--- src/rtl/jala_pkg.sv ---
// rtl/jala_pkg.sv - Shared constants and fetch-entry type for the Jala rv32i pipeline.
package jala_pkg;

    localparam int XLEN = 32;
    localparam logic [31:0] RV_NOP = 32'h0000_0013;
    localparam logic [31:0] RESET_VECTOR = 32'h0000_0000;

    typedef struct packed {
        logic [XLEN-1:0] inst;
        logic [XLEN-1:0] pc;
        logic            misaligned;
    } fetch_entry_t;

endpackage

--- src/rtl/fetch_fifo.sv ---
// rtl/fetch_fifo.sv - Synchronous power-of-two FIFO with push/pop/flush and occupancy count.
module fetch_fifo
    import jala_pkg::*;
#(
    parameter int  DEPTH = 4,
    parameter type T     = logic [31:0]
) (
    input  logic                         clk,
    input  logic                         reset,
    input  logic                         flush,
    input  logic                         push,
    input  T                             push_data,
    input  logic                         pop,
    output T                             head,
    output logic [$clog2(DEPTH+1)-1:0]   count
);

    localparam int AW = $clog2(DEPTH);
    localparam int CW = $clog2(DEPTH + 1);

    T                mem [DEPTH];
    logic [AW-1:0]   wr_ptr;
    logic [AW-1:0]   rd_ptr;
    logic            do_push;
    logic            do_pop;

    // A push into a full FIFO is only honoured when a pop frees the slot in the same cycle.
    assign do_pop  = pop && (count != '0);
    assign do_push = push && ((count != CW'(DEPTH)) || do_pop);
    assign head    = mem[rd_ptr];

    always_ff @(posedge clk) begin
        if (reset || flush) begin
            wr_ptr <= '0;
            rd_ptr <= '0;
            count  <= '0;
        end else begin
            if (do_push) wr_ptr <= wr_ptr + AW'(1);
            if (do_pop)  rd_ptr <= rd_ptr + AW'(1);
            count <= count + CW'(do_push) - CW'(do_pop);
        end
    end

    always_ff @(posedge clk) begin
        if (do_push) mem[wr_ptr] <= push_data;
    end

endmodule

--- src/rtl/fetch_unit.sv ---
// rtl/fetch_unit.sv - Jala fetch front end: PC generator, credit-limited issue, prefetch buffer.
// Optional FETCH_MISALIGN_TRAP_EN turns misaligned redirect targets into a NOP trap entry.
module fetch_unit
    import jala_pkg::*;
#(
    parameter int              XLEN         = jala_pkg::XLEN,
    parameter int              DEPTH        = 4,
    parameter logic [XLEN-1:0] RESET_VECTOR = jala_pkg::RESET_VECTOR
) (
    input  logic            clk,
    input  logic            reset,
    output logic            op_inst_req,
    output logic [XLEN-1:0] op_inst_addr,
    input  logic            ip_inst_valid,
    input  logic [XLEN-1:0] ip_inst_from_imem,
    input  logic            ip_redirect_valid,
    input  logic [XLEN-1:0] ip_redirect_pc,
    output logic            op_if_valid,
    input  logic            ip_if_ready,
    output logic [XLEN-1:0] op_if_inst,
    output logic [XLEN-1:0] op_if_pc,
    output logic            op_if_misaligned
);

    localparam int CW = $clog2(DEPTH + 1);

    logic [XLEN-1:0] pc;
    logic [XLEN-1:0] pcq_head;
    logic [XLEN-1:0] redirect_pc;
    logic [CW-1:0]   outstanding;
    logic [CW-1:0]   drop;
    logic [CW-1:0]   buf_count;
    logic [CW-1:0]   pcq_count;
    logic            halted;
    logic            trap_pending;
    logic            redirect_misaligned;
    logic            resp_take;
    logic            resp_keep;
    logic            issue;
    logic            trap_push;
    logic            buf_push;
    logic            buf_pop;
    fetch_entry_t    buf_in;
    fetch_entry_t    buf_head;

`ifdef FETCH_MISALIGN_TRAP_EN
    assign redirect_pc         = ip_redirect_pc;
    assign redirect_misaligned = (ip_redirect_pc[1:0] != 2'b00);
`else
    assign redirect_pc         = ip_redirect_pc & ~XLEN'(3);
    assign redirect_misaligned = 1'b0;
`endif

    // Responses with nothing outstanding (e.g. right after reset) are stale and ignored.
    assign resp_take = ip_inst_valid && (outstanding != '0);
    assign resp_keep = resp_take && (drop == '0) && !ip_redirect_valid;
    assign issue     = !reset && !halted && !ip_redirect_valid
                       && (({1'b0, outstanding} + {1'b0, buf_count}) < (CW+1)'(DEPTH));
    assign trap_push = trap_pending && (outstanding == '0) && !ip_redirect_valid;
    assign buf_push  = resp_keep || trap_push;
    assign buf_pop   = op_if_valid && ip_if_ready && !ip_redirect_valid;

    always_comb begin
        buf_in = '{inst: ip_inst_from_imem, pc: pcq_head, misaligned: 1'b0};
        if (trap_push) buf_in = '{inst: RV_NOP, pc: pc, misaligned: 1'b1};
    end

    always_ff @(posedge clk) begin
        if (reset) begin
            pc           <= RESET_VECTOR;
            outstanding  <= '0;
            drop         <= '0;
            halted       <= 1'b0;
            trap_pending <= 1'b0;
        end else if (ip_redirect_valid) begin
            // Everything still in flight after this cycle belongs to the old path.
            pc           <= redirect_pc;
            outstanding  <= outstanding - CW'(resp_take);
            drop         <= outstanding - CW'(resp_take);
            halted       <= redirect_misaligned;
            trap_pending <= redirect_misaligned;
        end else begin
            if (issue) pc <= pc + XLEN'(4);
            outstanding <= outstanding + CW'(issue) - CW'(resp_take);
            if (resp_take && (drop != '0)) drop <= drop - CW'(1);
            if (trap_push) trap_pending <= 1'b0;
        end
    end

    fetch_fifo #(.DEPTH(DEPTH), .T(logic [XLEN-1:0])) u_pc_queue (
        .clk       (clk),
        .reset     (reset),
        .flush     (ip_redirect_valid),
        .push      (issue),
        .push_data (pc),
        .pop       (resp_keep),
        .head      (pcq_head),
        .count     (pcq_count)
    );

    fetch_fifo #(.DEPTH(DEPTH), .T(fetch_entry_t)) u_prefetch (
        .clk       (clk),
        .reset     (reset),
        .flush     (ip_redirect_valid),
        .push      (buf_push),
        .push_data (buf_in),
        .pop       (buf_pop),
        .head      (buf_head),
        .count     (buf_count)
    );

    // Credit accounting keeps a kept response matched to a queued PC and a free buffer slot.
    always_ff @(posedge clk) begin
        if (!reset && resp_keep) begin
            assert ((pcq_count != '0) && ((buf_count != CW'(DEPTH)) || buf_pop));
        end
    end

    assign op_inst_req      = issue;
    assign op_inst_addr     = pc;
    assign op_if_valid      = (buf_count != '0);
    assign op_if_inst       = op_if_valid ? buf_head.inst : '0;
    assign op_if_pc         = op_if_valid ? buf_head.pc : '0;
    assign op_if_misaligned = op_if_valid && buf_head.misaligned;

endmodule

--- config.mk ---
export PLATFORM = sky130hd
export DESIGN_NAME = fetch_unit
export DESIGN_NICKNAME = d
export VERILOG_FILES = /design/src/rtl/jala_pkg.sv /design/src/rtl/fetch_fifo.sv /design/src/rtl/fetch_unit.sv
export SDC_FILE = /design/constraint.sdc
export NUM_CORES = 1
export LEC_CHECK = 0
export CAP_MARGIN = 20
export CORE_MARGIN = 2
export CORE_UTILIZATION = 45
export DETAILED_ROUTE_END_ITERATION = 8
export PLACE_DENSITY = 0.62
export SKIP_CTS_REPAIR_TIMING = 1
export SYNTH_ARGS = -nofsm -noshare
export SYNTH_HDL_FRONTEND = slang
export SYNTH_SLANG_ARGS = --single-unit
--- constraint.sdc ---
create_clock -name clk -period 3.71 [get_ports clk]
set_input_delay 0.742 -clock clk [delete_from_list [all_inputs] [get_ports clk]]
set_output_delay 0.742 -clock clk [all_outputs]
set_load 0.02 [all_outputs]
==> impl_metrics.yaml, run 1 <==
status:
  outcome: "finished clean"
detailed_routing:
  drtAntennaViolNets: 0
  drt_iter0_markers: 431
  drtPass1Iterations: 4
  drt-wirelength-per-cell_um: 20.62
  vias: 8606
  drc_errors: 0
  drt_wl_total_mm: 33.24
  vias_per_cell: 5.339
placement:
  gp_congestion: 0.8229
  io_buffers: 160
  post-place-cells: 1530
  dp_hpwl_mm: 19.62
  placed_area_mm2: 0.01914
  dp_slack_ps: 422.1
synthesis:
  synth_top_area_share_pct: 66.06
  yosys.area.top_type: "edfxtp_1"
  yosys-top-cells-count: "edfxtp_1, mux4_2, nor2b_1"
  synth.area.top_cells: "edfxtp_1, mux4_2, dfxtp_1, nor2b_1, xnor2_1"
  netlist_area_mm2: 0.01673
  ys_seq_area_share_pct: 72.52
  yosysWarnings: 0
  syn_area_per_cell_um2: 18.28
  yosysMostFrequentCell: "edfxtp_1"
  postSynth.asyncResetShare_pct: 0
  ys_types: 50
  ys_ff_latch: 422
  synth_flop_cell: "edfxtp_1"
  netlist_instances: 915
  synth_edf_count: 368
sta:
  max_freq_mhz: 299.8
  tightest_slew_ps: 832.6
  hold_viol_final: 0
  fin_ws_ps: 374.5
  setup-tns-final_ps: 0
  skew_ps: 10.24
  setup_viol: 0
  maxSlewViolCount: 0
  period_share_pct: 89.91
  layout_min_cycle_time_ps: 3336
  fin_hold_ws_ps: 526.2
  rsz0062_at_grt: "false"
  max-slew-margin-rel_pct: 44.50
setup_path:
  worstSetupEndpointType: "output port"
  crit_required_ps: 2970
  worst_r2r_startpoint: "u_prefetch.count[1]"
  cp.buffers_inverters: 1
  reg2regPathDepth: 11
  crit_family: "simple AND/OR/NAND/NOR gates"
  critPathMaxFanout: 17
  cp_cell_sequence: "ha_1 > nand3_1 > nand2_4 > nor2_1 > clkdlybuf4s50_1"
  slowest_stage: "clkdlybuf4s50_1"
  rr_endpoint: "outstanding[2]"
  critPathLaunchType: "flop"
  crit_arrival_ps: 2590
  crit_type: "flop to output port"
  critical_path.startpoint: "u_prefetch.count[1]"
  r2r_setup_slack_ps: 970
  critPathMaxStageDelay_ps: 630
cts:
  clk_pin_slew_ps: 60
  cts_buffers: 45
  root_buffer: "clkbuf_16"
  cts_max_level: 2
  cts_max_path_buffers: 3
  cts_tree: "yes"
  clk_latency_ps: 530
  cts.sinks: 422
cells_and_area:
  post-route-util_pct: 56.16
  fin_area_mm2: 0.02056
  final-instance-count-excl-fill: 1612
  syn2layout_area_growth_pct: 22.91
  nets: 1202
  antenna_cells: 0
  drive_gt1_share_pct: 17.48
floorplanning:
  die_area_mm2: 0.03873
  die_h_um: 196.8
  core_mm2: 0.03661
  num_rows: 70
  io_pins: 168
  start_util_pct: 45.69
  die_x_um: 196.8
global_route:
  antenna_found_initial: 0
  grt_pass1_wl_mm: 51.61
  grt_pass1_vias: 8899
  grt.overflow.total: 0
  grt_max_degree: 64
  grt_use_total_pct: 17.48
power_and_ir_drop:
  irDropWorstVdd_mv: 0.2983
  powerDensity_mw_per_mm2: 523.9
  totalPowerFinal_mw: 10.77
  p_leak_nw: 6.489
hold_path:
  hold_start: "u_pc_queue.rd_ptr[1]"
  hp-class: "flop to flop"
  hold_depth: 2
flow_run:
  timing.max_cap.violations: 0
[how the worst max path moves through the flow]
stage	endpoint	slack, ps	cells after the start
6_report	op_inst_req	370	5
4_1_cts	op_if_pc[22]	320	4
2_1_floorplan	u_prefetch.mem[1][10]	240	4
3_5_place_dp	u_prefetch.count[2]	420	10
3_3_place_gp	u_prefetch.count[2]	420	10
5_1_grt	op_inst_req	210	5
[final cells by class]
class	count	area [um^2]
Tap cell	468	585.6
Multi-Input combinational cell	426	4328
Fill cell	2869	16050
Clock inverter	21	172.7
Clock buffer	61	1249
Sequential cell	422	12140
Timing Repair Buffer	192	2004
Inverter	22	82.58
[sequential cells by signal, indices dropped and copies added, names as in the netlist, named ones only]
register and flops:
u_prefetch.wr_ptr 2, outstanding 3, u_prefetch.count 3, op_inst_addr 30
u_prefetch.rd_ptr 2, u_pc_queue.mem 120, u_pc_queue.rd_ptr 2, u_pc_queue.wr_ptr 2
u_pc_queue.count 3, u_prefetch.mem 248, drop 3
[cells by family after synthesis]
group           synth area share [%]
compound gates                 2.042
xor+xnor                       1.937
fa+ha+maj                      1.930
buf+inv                        1.758
flops                          72.52
mux                            12.63
other cells                  0.02242
simple gates                   7.165
[routing by layer]
metal / vias up / part of all wire (%) / track usage [%] / routed length (um)
li1: 3969 / - / - / -
met1: 4361 / 46 / 24.46 / 15260
met2: 238 / 47 / 28.69 / 15740
met3: 38 / 5.3 / 3.251 / 1757
met4: 0 / 1.4 / 4.094 / 477
met5: - / 0 / 0 / 0
[cells in the final DEF (no fill, tap or decap), types with 12 or more instances in the layout]
master	netlist	final
clkbuf_16	0	47
nand2_1	29	29
xnor2_1	33	33
nor2_1	37	37
inv_1	22	22
clkdlybuf4s50_1	0	160
ha_1	21	21
mux4_2	92	92
buf_4	5	19
edfxtp_1	368	368
clkbuf_1	30	12
nor2b_1	62	62
a211oi_1	14	14
and2_1	18	14
buf_12	0	13
dfxtp_1	54	50
[worst min-delay path, cell delays in order (launching register included)]
cell     delay [ps]
dfxtp_1         320
xor2_1           60
nor2_1          110
[report_power, final]
group	total (mW)	switching [mW]	internal, mW	leakage [nW]
clock	4.25	1.70	2.56	0.692
combinational	1.01	0.530	0.482	2.00
sequential	5.51	0.111	5.40	3.79
total	10.8	2.34	8.43	6.49
Power figures use the tool's default switching activity.
==> run 2, diff against run 1 <==
DONT_BUFFER_PORTS = 1   (was unset)
PLACE_DENSITY = 0.57   (was 0.62)
==> run 2 against run 1 <==
Against the previous run: sequential cell count is the same; non-clock buffer count shrank 158; die area is the same; combinational power shrank 24%; sequential power is essentially flat; worst setup slack gained 260 ps; clock power shrank 5.6%; sequential share of layout area grew 5.4 points.
==> impl_metrics.yaml, run 2 (same netlist as run 1, synthesis figures left out) <==
status:
  outcome: "finished clean"
sta:
  hold_viol_final: 0
  layout_min_cycle_time_ps: 3080
  tightest_slew_ps: 882.5
  max_freq_mhz: 324.7
  maxSlewViolCount: 0
  setup-tns-final_ps: 0
  fin_ws_ps: 630.4
  max-slew-margin-rel_pct: 41.17
  rsz0062_at_grt: "false"
  period_share_pct: 83.01
  skew_ps: 14.76
  setup_viol: 0
power_and_ir_drop:
  p_comb_share_pct: 7.5
  pwr-share-seq_pct: 53.6
  p_leak_nw: 5.844
  irDropWorstVdd_mv: 0.3303
  powerDensity_mw_per_mm2: 547.0
  internal_power_mw: 7.992
  p_sw_mw: 2.308
  clkPwrFrac_pct: 38.9
  switching_share_pct: 22.41
global_route:
  grt.overflow.total: 0
  grt_use_total_pct: 17.51
  grt_pass1_vias: 8351
  grt_max_degree: 64
  grt_pass1_wl_mm: 50.76
  antenna_found_initial: 0
detailed_routing:
  drtAntennaViolNets: 0
  drt_iter0_markers: 361
  vias: 8057
  drt-wirelength-per-cell_um: 22.97
  vias_per_cell: 5.557
  drt_wl_total_mm: 33.31
  drc_errors: 0
  drtPass1Iterations: 4
placement:
  dp_slack_ps: 774.9
  gp_congestion: 0.7736
  io_buffers: 0
  dp_hpwl_mm: 21.09
floorplanning:
  num_rows: 70
  start_util_pct: 45.69
  die_x_um: 196.8
  core_mm2: 0.03661
  io_pins: 168
  die_h_um: 196.8
  die_area_mm2: 0.03873
cells_and_area:
  syn2layout_area_growth_pct: 12.56
  multi_input_area_mm2: 0.004328
  regArea_mm2: 0.01214
  final_common_cell: "edfxtp_1"
  nets: 1043
  drive_gt1_share_pct: 20.37
  largest_reg_flops: 248
  antenna_cells: 0
  final_cell_mix: "edfxtp_1, mux4_2, nor2b_1, dfxtp_1, clkbuf_16"
  n_fill_cell: 2961
  largest_register: "u_prefetch.mem"
setup_path:
  worst_r2r_startpoint: "u_prefetch.count[1]"
  reg2regPathDepth: 11
  worstSetupEndpointType: "output port"
  crit_type: "flop to output port"
  r2r_setup_slack_ps: 960
  cp-endpoint: "op_if_pc[10]"
  crit_arrival_ps: 2340
  crit_required_ps: 2970
  rr_endpoint: "outstanding[2]"
  critPathLaunchType: "flop"
  critPathMaxFanout: 27
hold_path:
  hp-class: "primary input to flop"
  hold_start: "reset"
cts:
  root_buffer: "clkbuf_16"
  cts_max_path_buffers: 3
  cts.sinks: 422
  cts_tree: "yes"
  clk_pin_slew_ps: 60
  cts_max_level: 2
  clk_latency_ps: 540
  cts_buffers: 44
flow_run:
  timing.max_cap.violations: 0
==> run 2: worst min path at each step <==
stage                        to  cells past startpoint  slack, ps
2_1_floorplan              flop                      2        480
3_3_place_gp               flop                      2        500
3_5_place_dp               flop                      2        520
4_1_cts        op_inst_addr[18]                      1        220
5_1_grt         op_inst_addr[2]                      1        230
6_report       op_inst_addr[18]                      1        260
==> run 2: power groups by stage <==
stage / sequential, mW / clock, mW / combinational (mW)
after global routing: 5.54 / 4.30 / 0.865
final: 5.52 / 4.01 / 0.769
after floorplan: 5.60 / 0 / 0.568
after global placement: 5.62 / 0 / 0.775
after detailed placement: 5.62 / 0 / 0.786
after CTS: 5.52 / 4.13 / 0.791
==> run 2: area by class of cell <==
cell class	instances	area share, %
Timing Repair Buffer	34	2.087
Multi-Input combinational cell	426	22.98
Tap cell	468	3.110
Sequential cell	422	64.47
Clock inverter	19	0.6512
Clock buffer	59	6.260
Inverter	22	0.4386
==> run 2: stage by stage <==
stage	util [%]	total power [mW]	hold WS (ps)	area, um^2	instances
2_1_floorplan	-	6.171	484.7	16740	919
3_3_place_gp	47.88	6.392	502.0	17530	1372
3_5_place_dp	47.88	6.410	516.5	17530	1372
4_1_cts	51.43	10.44	221.8	18830	1450
5_1_grt	51.43	10.71	231.8	18830	1450
6_report	51.43	10.30	257.3	18830	1450
==> run 2: critical path: stages, from the launching register on <==
cell and delay (ps):
dfxtp_4 660, buf_12 320, mux4_2 540, nor2b_1 250
==> run 2: layer usage <==
layer  vias up  part of all wire [%]  track usage, %
met5         -                     0               0
met4         0                   1.8           5.152
met3        44                   7.2           4.911
met2       227                    48           28.69
met1      4148                    43           22.98
li1       3638                     -               -
